==> src/rtl/hazard_ctrl_pkg.sv <==
// hazard_ctrl_pkg: shared types and constants for the hazard unit.
// Holds the FSM state encoding and default register address width.
package hazard_ctrl_pkg;

  localparam int HZ_REG_ADDR_WIDTH = 5;

  typedef enum logic {
    HZ_STATE_RUN   = 1'b0,
    HZ_STATE_STALL = 1'b1
  } hz_state_e;

  typedef struct packed {
    logic pc_we;
    logic if_id_we;
    logic if_id_fl;
    logic id_ex_fl;
  } hz_ctrl_t;

  localparam hz_ctrl_t HZ_CTRL_RUN   = '{1'b1, 1'b1, 1'b0, 1'b0};
  localparam hz_ctrl_t HZ_CTRL_STALL = '{1'b0, 1'b0, 1'b0, 1'b1};
  localparam hz_ctrl_t HZ_CTRL_FLUSH = '{1'b1, 1'b1, 1'b1, 1'b1};
  localparam hz_ctrl_t HZ_CTRL_RESET = '{1'b0, 1'b0, 1'b1, 1'b1};

endpackage

==> src/rtl/hazard_dep_cmp.sv <==
// hazard_dep_cmp: one source/destination dependency match.
// Register 0 is hardwired and never creates a dependency.
module hazard_dep_cmp #(
  parameter int W = 5
) (
  input  logic [W-1:0] src,
  input  logic         src_used,
  input  logic [W-1:0] dst,
  output logic         match
);

  // Match only on a used source against a real (nonzero) destination
  always_comb begin
    match = src_used && (dst != '0) && (src == dst);
  end

endmodule

==> src/rtl/hazard_ctrl.sv <==
// hazard_ctrl: stall/flush control for PC, IF/ID and ID/EX latches.
// Optional perf counters enabled by HAZARD_PERF_CNT_EN.
import hazard_ctrl_pkg::*;

module hazard_ctrl #(
  parameter int REG_ADDR_WIDTH = HZ_REG_ADDR_WIDTH
`ifdef HAZARD_PERF_CNT_EN
  ,
  parameter int CNT_WIDTH = 32
`endif
) (
  input  logic                      clk,
  input  logic                      reset,
  input  logic [REG_ADDR_WIDTH-1:0] id_rs,
  input  logic [REG_ADDR_WIDTH-1:0] id_rt,
  input  logic                      id_uses_rs,
  input  logic                      id_uses_rt,
  input  logic                      id_is_branch,
  input  logic [REG_ADDR_WIDTH-1:0] ex_dst,
  input  logic                      ex_reg_write,
  input  logic                      ex_mem_read,
  input  logic [REG_ADDR_WIDTH-1:0] mem_dst,
  input  logic                      mem_mem_read,
  input  logic                      ex_mispredict,
`ifdef HAZARD_PERF_CNT_EN
  output logic [CNT_WIDTH-1:0]      perf_stall_cycles,
  output logic [CNT_WIDTH-1:0]      perf_flush_events,
  output logic [CNT_WIDTH-1:0]      perf_load_use,
`endif
  output logic                      pc_write_en,
  output logic                      if_id_write_en,
  output logic                      if_id_flush,
  output logic                      id_ex_flush,
  output logic                      stall_active
);

  logic rs_ex, rt_ex, rs_mem, rt_mem;
  logic match_ex, match_mem;
  logic load_use, need1, need2;

  hz_state_e state_q, state_d;
  logic [1:0] stall_cnt_q, stall_cnt_d;
  hz_ctrl_t   ctrl;
  logic       do_stall, do_flush;

  hazard_dep_cmp #(.W(REG_ADDR_WIDTH)) u_rs_ex (
    .src      (id_rs),
    .src_used (id_uses_rs),
    .dst      (ex_dst),
    .match    (rs_ex)
  );

  hazard_dep_cmp #(.W(REG_ADDR_WIDTH)) u_rt_ex (
    .src      (id_rt),
    .src_used (id_uses_rt),
    .dst      (ex_dst),
    .match    (rt_ex)
  );

  hazard_dep_cmp #(.W(REG_ADDR_WIDTH)) u_rs_mem (
    .src      (id_rs),
    .src_used (id_uses_rs),
    .dst      (mem_dst),
    .match    (rs_mem)
  );

  hazard_dep_cmp #(.W(REG_ADDR_WIDTH)) u_rt_mem (
    .src      (id_rt),
    .src_used (id_uses_rt),
    .dst      (mem_dst),
    .match    (rt_mem)
  );

  // Hazard classes; need2 is a subset of the load-use term
  always_comb begin
    match_ex  = rs_ex | rt_ex;
    match_mem = rs_mem | rt_mem;
    load_use  = ex_mem_read & match_ex;
    need2     = id_is_branch & ex_mem_read & match_ex;
    need1     = load_use
              | (id_is_branch & ex_reg_write
                 & ~ex_mem_read & match_ex)
              | (id_is_branch & mem_mem_read & match_mem);
  end

  // Next state, stall counter and latch controls
  always_comb begin
    state_d     = state_q;
    stall_cnt_d = stall_cnt_q;
    ctrl        = HZ_CTRL_RUN;
    do_stall    = 1'b0;
    do_flush    = 1'b0;
    if (reset) begin
      ctrl        = HZ_CTRL_RESET;
      state_d     = HZ_STATE_RUN;
      stall_cnt_d = 2'd0;
    end else begin
      unique case (state_q)
        HZ_STATE_RUN: begin
          if (ex_mispredict) begin
            ctrl     = HZ_CTRL_FLUSH;
            do_flush = 1'b1;
          end else if (need2) begin
            ctrl        = HZ_CTRL_STALL;
            do_stall    = 1'b1;
            state_d     = HZ_STATE_STALL;
            stall_cnt_d = 2'd1;
          end else if (need1) begin
            ctrl     = HZ_CTRL_STALL;
            do_stall = 1'b1;
          end
        end
        HZ_STATE_STALL: begin
          if (ex_mispredict) begin
            ctrl        = HZ_CTRL_FLUSH;
            do_flush    = 1'b1;
            state_d     = HZ_STATE_RUN;
            stall_cnt_d = 2'd0;
          end else begin
            ctrl        = HZ_CTRL_STALL;
            do_stall    = 1'b1;
            stall_cnt_d = stall_cnt_q - 2'd1;
            if (stall_cnt_d == 2'd0) begin
              state_d = HZ_STATE_RUN;
            end
          end
        end
        default: begin
          state_d     = HZ_STATE_RUN;
          stall_cnt_d = 2'd0;
        end
      endcase
    end
  end

  // FSM state register
  always_ff @(posedge clk) begin
    if (reset) begin
      state_q     <= HZ_STATE_RUN;
      stall_cnt_q <= 2'd0;
    end else begin
      state_q     <= state_d;
      stall_cnt_q <= stall_cnt_d;
    end
  end

  // Drive the latch control ports
  always_comb begin
    pc_write_en    = ctrl.pc_we;
    if_id_write_en = ctrl.if_id_we;
    if_id_flush    = ctrl.if_id_fl;
    id_ex_flush    = ctrl.id_ex_fl;
    stall_active   = ~reset & (state_q == HZ_STATE_STALL);
  end

`ifdef HAZARD_PERF_CNT_EN
  localparam logic [CNT_WIDTH-1:0] CNT_ONE =
    {{(CNT_WIDTH-1){1'b0}}, 1'b1};

  logic [CNT_WIDTH-1:0] stall_cyc_q, stall_cyc_d;
  logic [CNT_WIDTH-1:0] flush_ev_q, flush_ev_d;
  logic [CNT_WIDTH-1:0] lu_q, lu_d;
  logic                 lu_hit;

  // Saturating event counters
  always_comb begin
    stall_cyc_d = stall_cyc_q;
    flush_ev_d  = flush_ev_q;
    lu_d        = lu_q;
    lu_hit      = ~reset & (state_q == HZ_STATE_RUN)
                & ~ex_mispredict & load_use;
    if (do_stall && stall_cyc_q != '1) begin
      stall_cyc_d = stall_cyc_q + CNT_ONE;
    end
    if (do_flush && flush_ev_q != '1) begin
      flush_ev_d = flush_ev_q + CNT_ONE;
    end
    if (lu_hit && lu_q != '1) begin
      lu_d = lu_q + CNT_ONE;
    end
  end

  // Counter registers
  always_ff @(posedge clk) begin
    if (reset) begin
      stall_cyc_q <= '0;
      flush_ev_q  <= '0;
      lu_q        <= '0;
    end else begin
      stall_cyc_q <= stall_cyc_d;
      flush_ev_q  <= flush_ev_d;
      lu_q        <= lu_d;
    end
  end

  // Counter outputs
  always_comb begin
    perf_stall_cycles = stall_cyc_q;
    perf_flush_events = flush_ev_q;
    perf_load_use     = lu_q;
  end
`endif

endmodule

==> config.mk <==
export PLATFORM = sky130hd
export DESIGN_NAME = hazard_ctrl
export DESIGN_NICKNAME = d
export VERILOG_FILES = /design/src/rtl/hazard_ctrl_pkg.sv /design/src/rtl/hazard_dep_cmp.sv /design/src/rtl/hazard_ctrl.sv
export SDC_FILE = /design/constraint.sdc
export NUM_CORES = 1
export LEC_CHECK = 0
export CAP_MARGIN = 20
export CORE_MARGIN = 8
export CORE_UTILIZATION = 33
export CTS_CLUSTER_SIZE = 25
export DETAILED_ROUTE_END_ITERATION = 7
export GPL_TIMING_DRIVEN = 0
export HOLD_SLACK_MARGIN = 0.06
export PLACE_DENSITY = 0.77
export RECOVER_POWER = 50
export REMOVE_ABC_BUFFERS = 1
export SYNTH_ARGS = -nofsm -noshare
export SYNTH_HDL_FRONTEND = slang
export SYNTH_SLANG_ARGS = --single-unit
==> constraint.sdc <==
create_clock -name clk -period 1.83 [get_ports clk]
set_clock_uncertainty 0.1 [all_clocks]
set_input_delay 0.366 -clock clk [delete_from_list [all_inputs] [get_ports clk]]
set_output_delay 0.366 -clock clk [all_outputs]
set_load 0.01 [all_outputs]
==> results_dict.tcl <==
set metrics [dict create \
    yosysWarnings 0 \
    rsz0062_at_grt "yes" \
    area_delta_synth_final_pct 127.8 \
    vias 672 \
    gr-total-overflow 0 \
    hold_viol 0 \
    design_area_mm2 0.001077 \
    vdd_drop_max_mv 0.2514 \
    max_freq_mhz 515.0 \
    drt-pass1-iter-count 5 \
    pre_cts_slack_ns -0.8711 \
    cts_tree "built" \
    violations "negative setup slack" \
    ys_types 22 \
    grt_max_degree 9 \
    timing.hold.ws_ns 0.3659 \
    drt-wirelength-per-cell_um 17.76 \
    final_common_cell "xnor2_2" \
    cp.arrival_ns 1.48 \
    drtAntennaViolNets 0 \
    fp.dieH_um 53.86 \
    placementRows 13 \
    critPathLaunchType "input pin" \
    cts-buffers-inserted 3 \
    tns_ns -0.3288 \
    nets 140 \
    cp_num_buf_inv 2 \
    dp_hpwl_mm 1.351 \
    synthTopCellsByArea "xnor2_1 (37%), dfxtp_1 (13%), nand2_1 (6.3%)" \
    synth_top_area_cell "xnor2_1" \
    placedInstanceArea_um2 814.5 \
    setup_slack_ns -0.1119 \
    final_cell_mix "xnor2_2 (16), buf_6 (10), nand2_1 (8), buf_4 (8), buf_2 (8)" \
    die_area_mm2 0.002900 \
    final.fill_count 87 \
    worst_pin_slew_ns 0.2095 \
    synth_seq_cells 3 \
    synth.top_cell.area_share_pct 37.04 \
    worstPathMaxFanout 3 \
    numPortBuffers 33 \
    required_ns 1.36 \
    dr.first_iter.drc_count 10 \
    fin_util_pct 81.77 \
    drive_above_1_share_pct 55.96 \
    max_cap_violations 0 \
    clock_sinks 3 \
    finalCriticalPeriod_ns 1.942 \
    via_per_inst 5.419 \
    synthCells 64 \
    cp_cell_sequence "buf_8, xnor2_2, nand4_1, o22ai_2, nand2_1, o211ai_1, buf_2" \
    initial_core_util_pct 35.90 \
    n_antenna_cell 0 \
    setup_viol 3 \
    h-tree-depth 1 \
    synth_ff_type "dfxtp_1" \
    synth-async-reset-ratio_pct 0 \
    reg2reg_depth 5 \
    crit_type "input pin to primary output" \
    ios 34 \
    critPathCaptureType "primary output" \
    hold_path_depth 3 \
    slew_violations 0 \
    p_per_area_mw_per_mm2 386.4 \
    die_w_um 53.86 \
    ys_seq_area_share_pct 12.70 \
    core_mm2 0.001318 \
    syn_avg_cell_area_um2 7.390 \
    netlist_area_um2 473.0 \
    slowest_stage "o22ai_2" \
    clock_path_buffers 2 \
    place.gp.congestion 0.7957 \
    clk_pin_slew_ns 0.04 \
    drc 0 \
    wl_mm 2.202 \
    grt_pass1_vias 691 \
    insertion_delay_ns 0.25 \
    status "finished with violations" \
    min_path_type "input pin to register" \
    min_period_over_period_pct 106.1 \
    slew_headroom_pct 86.03 \
    antenna_found_initial 0 \
    grt_pass1_wl_mm 2.980 \
    path_depth 7 \
    synth_edf_count 0 \
    cp_top_family "compound AO/OA/AOI/OAI gates" \
    leakagePower_nw 0.4668 \
    cts_root_buf "clkbuf_4" \
    grtUsageTotal_pct 13.50 \
    cpPeakStageDelay_ns 0.24 \
]
[state kept, by name, indices dropped and copies added, names as in the netlist]
name         count
stall_cnt_q      2
state_q          1
[metal layers]
| metal | global-route usage [%] | up-vias | wire length, um |
|---|---|---|---|
| met2 | 23.55 | 46 | 1103 |
| met1 | 14.02 | 300 | 811 |
| met3 | 5.510 | 8 | 211 |
| met5 | 0 | - | 0 |
| met4 | 5.462 | 0 | 76 |
| li1 | - | 318 | - |
[where the power goes]
part           total (mW)  switching, mW  leakage (nW)  internal [mW]
Clock               0.132         0.0489        0.0150         0.0826
Sequential         0.0663       0.000361        0.0247         0.0659
Combinational       0.218         0.0900         0.427          0.128
Total               0.416          0.139         0.467          0.277
[path summary, 6_finish.rpt]
path | end | from | slack [ns]
max reg2reg | stall_cnt_q[1] | stall_cnt_q[1] | 0.55
max | id_ex_flush | ex_dst[0] | -0.11
min | stall_cnt_q[1] | reset | 0.37
min reg2reg | state_q | state_q | 0.44
[what timing repair did]
item                                    CTS  global route
hold buffers                              0             0
hold endpoints to repair                  0             0
buffers inserted                          9             2
resized for setup                       129            36
endpoints found under the setup margin    6             8
pin swaps                                34            23
[cell type report]
type	count	area, um2	area share, %
Sequential cell	3	61.31	5.691
Clock buffer	4	26.28	2.439
Timing Repair Buffer	42	392.9	36.47
Inverter	3	11.26	1.045
Tap cell	15	18.77	1.742
Multi-Input combinational cell	57	566.8	52.61
[cells in the mapped netlist (2+ instances only)]
library cell / number
xnor2_1: 20
nand2_1: 8
nor2_1: 6
nand4_1: 4
dfxtp_1: 3
inv_1: 3
a21oi_1: 2
nor3_1: 2
o21ai_0: 2
o22ai_1: 2
[stage by stage]
step           std cells  power, mW
3_5_place_dp         111     0.2258
5_1_grt              124     0.4298
2_1_floorplan         63     0.1286
3_3_place_gp         111     0.2244
6_report             124     0.4163
4_1_cts              124     0.3594
[worst register-to-register path: cells and delay by family (launching register included)]
family / cells / cell delay (ns)
AO/OA/AOI/OAI: 1 / 0.29
buffers and inverters: 1 / 0.06
adder cells (fa/ha/maj): 1 / 0.26
flip-flops: 1 / 0.31
AND/OR/NAND/NOR: 2 / 0.14
[cells by family after synthesis]
| family | Yosys count | share of synthesized area, % |
|---|---|---|
| AO/OA/AOI/OAI | 13 | 19.58 |
| XOR/XNOR | 20 | 37.04 |
| adder cells (fa/ha/maj) | 1 | 2.645 |
| buffers and inverters | 4 | 3.969 |
| flip-flops | 3 | 12.70 |
| AND/OR/NAND/NOR | 23 | 24.07 |
Power figures use the tool's default switching activity.
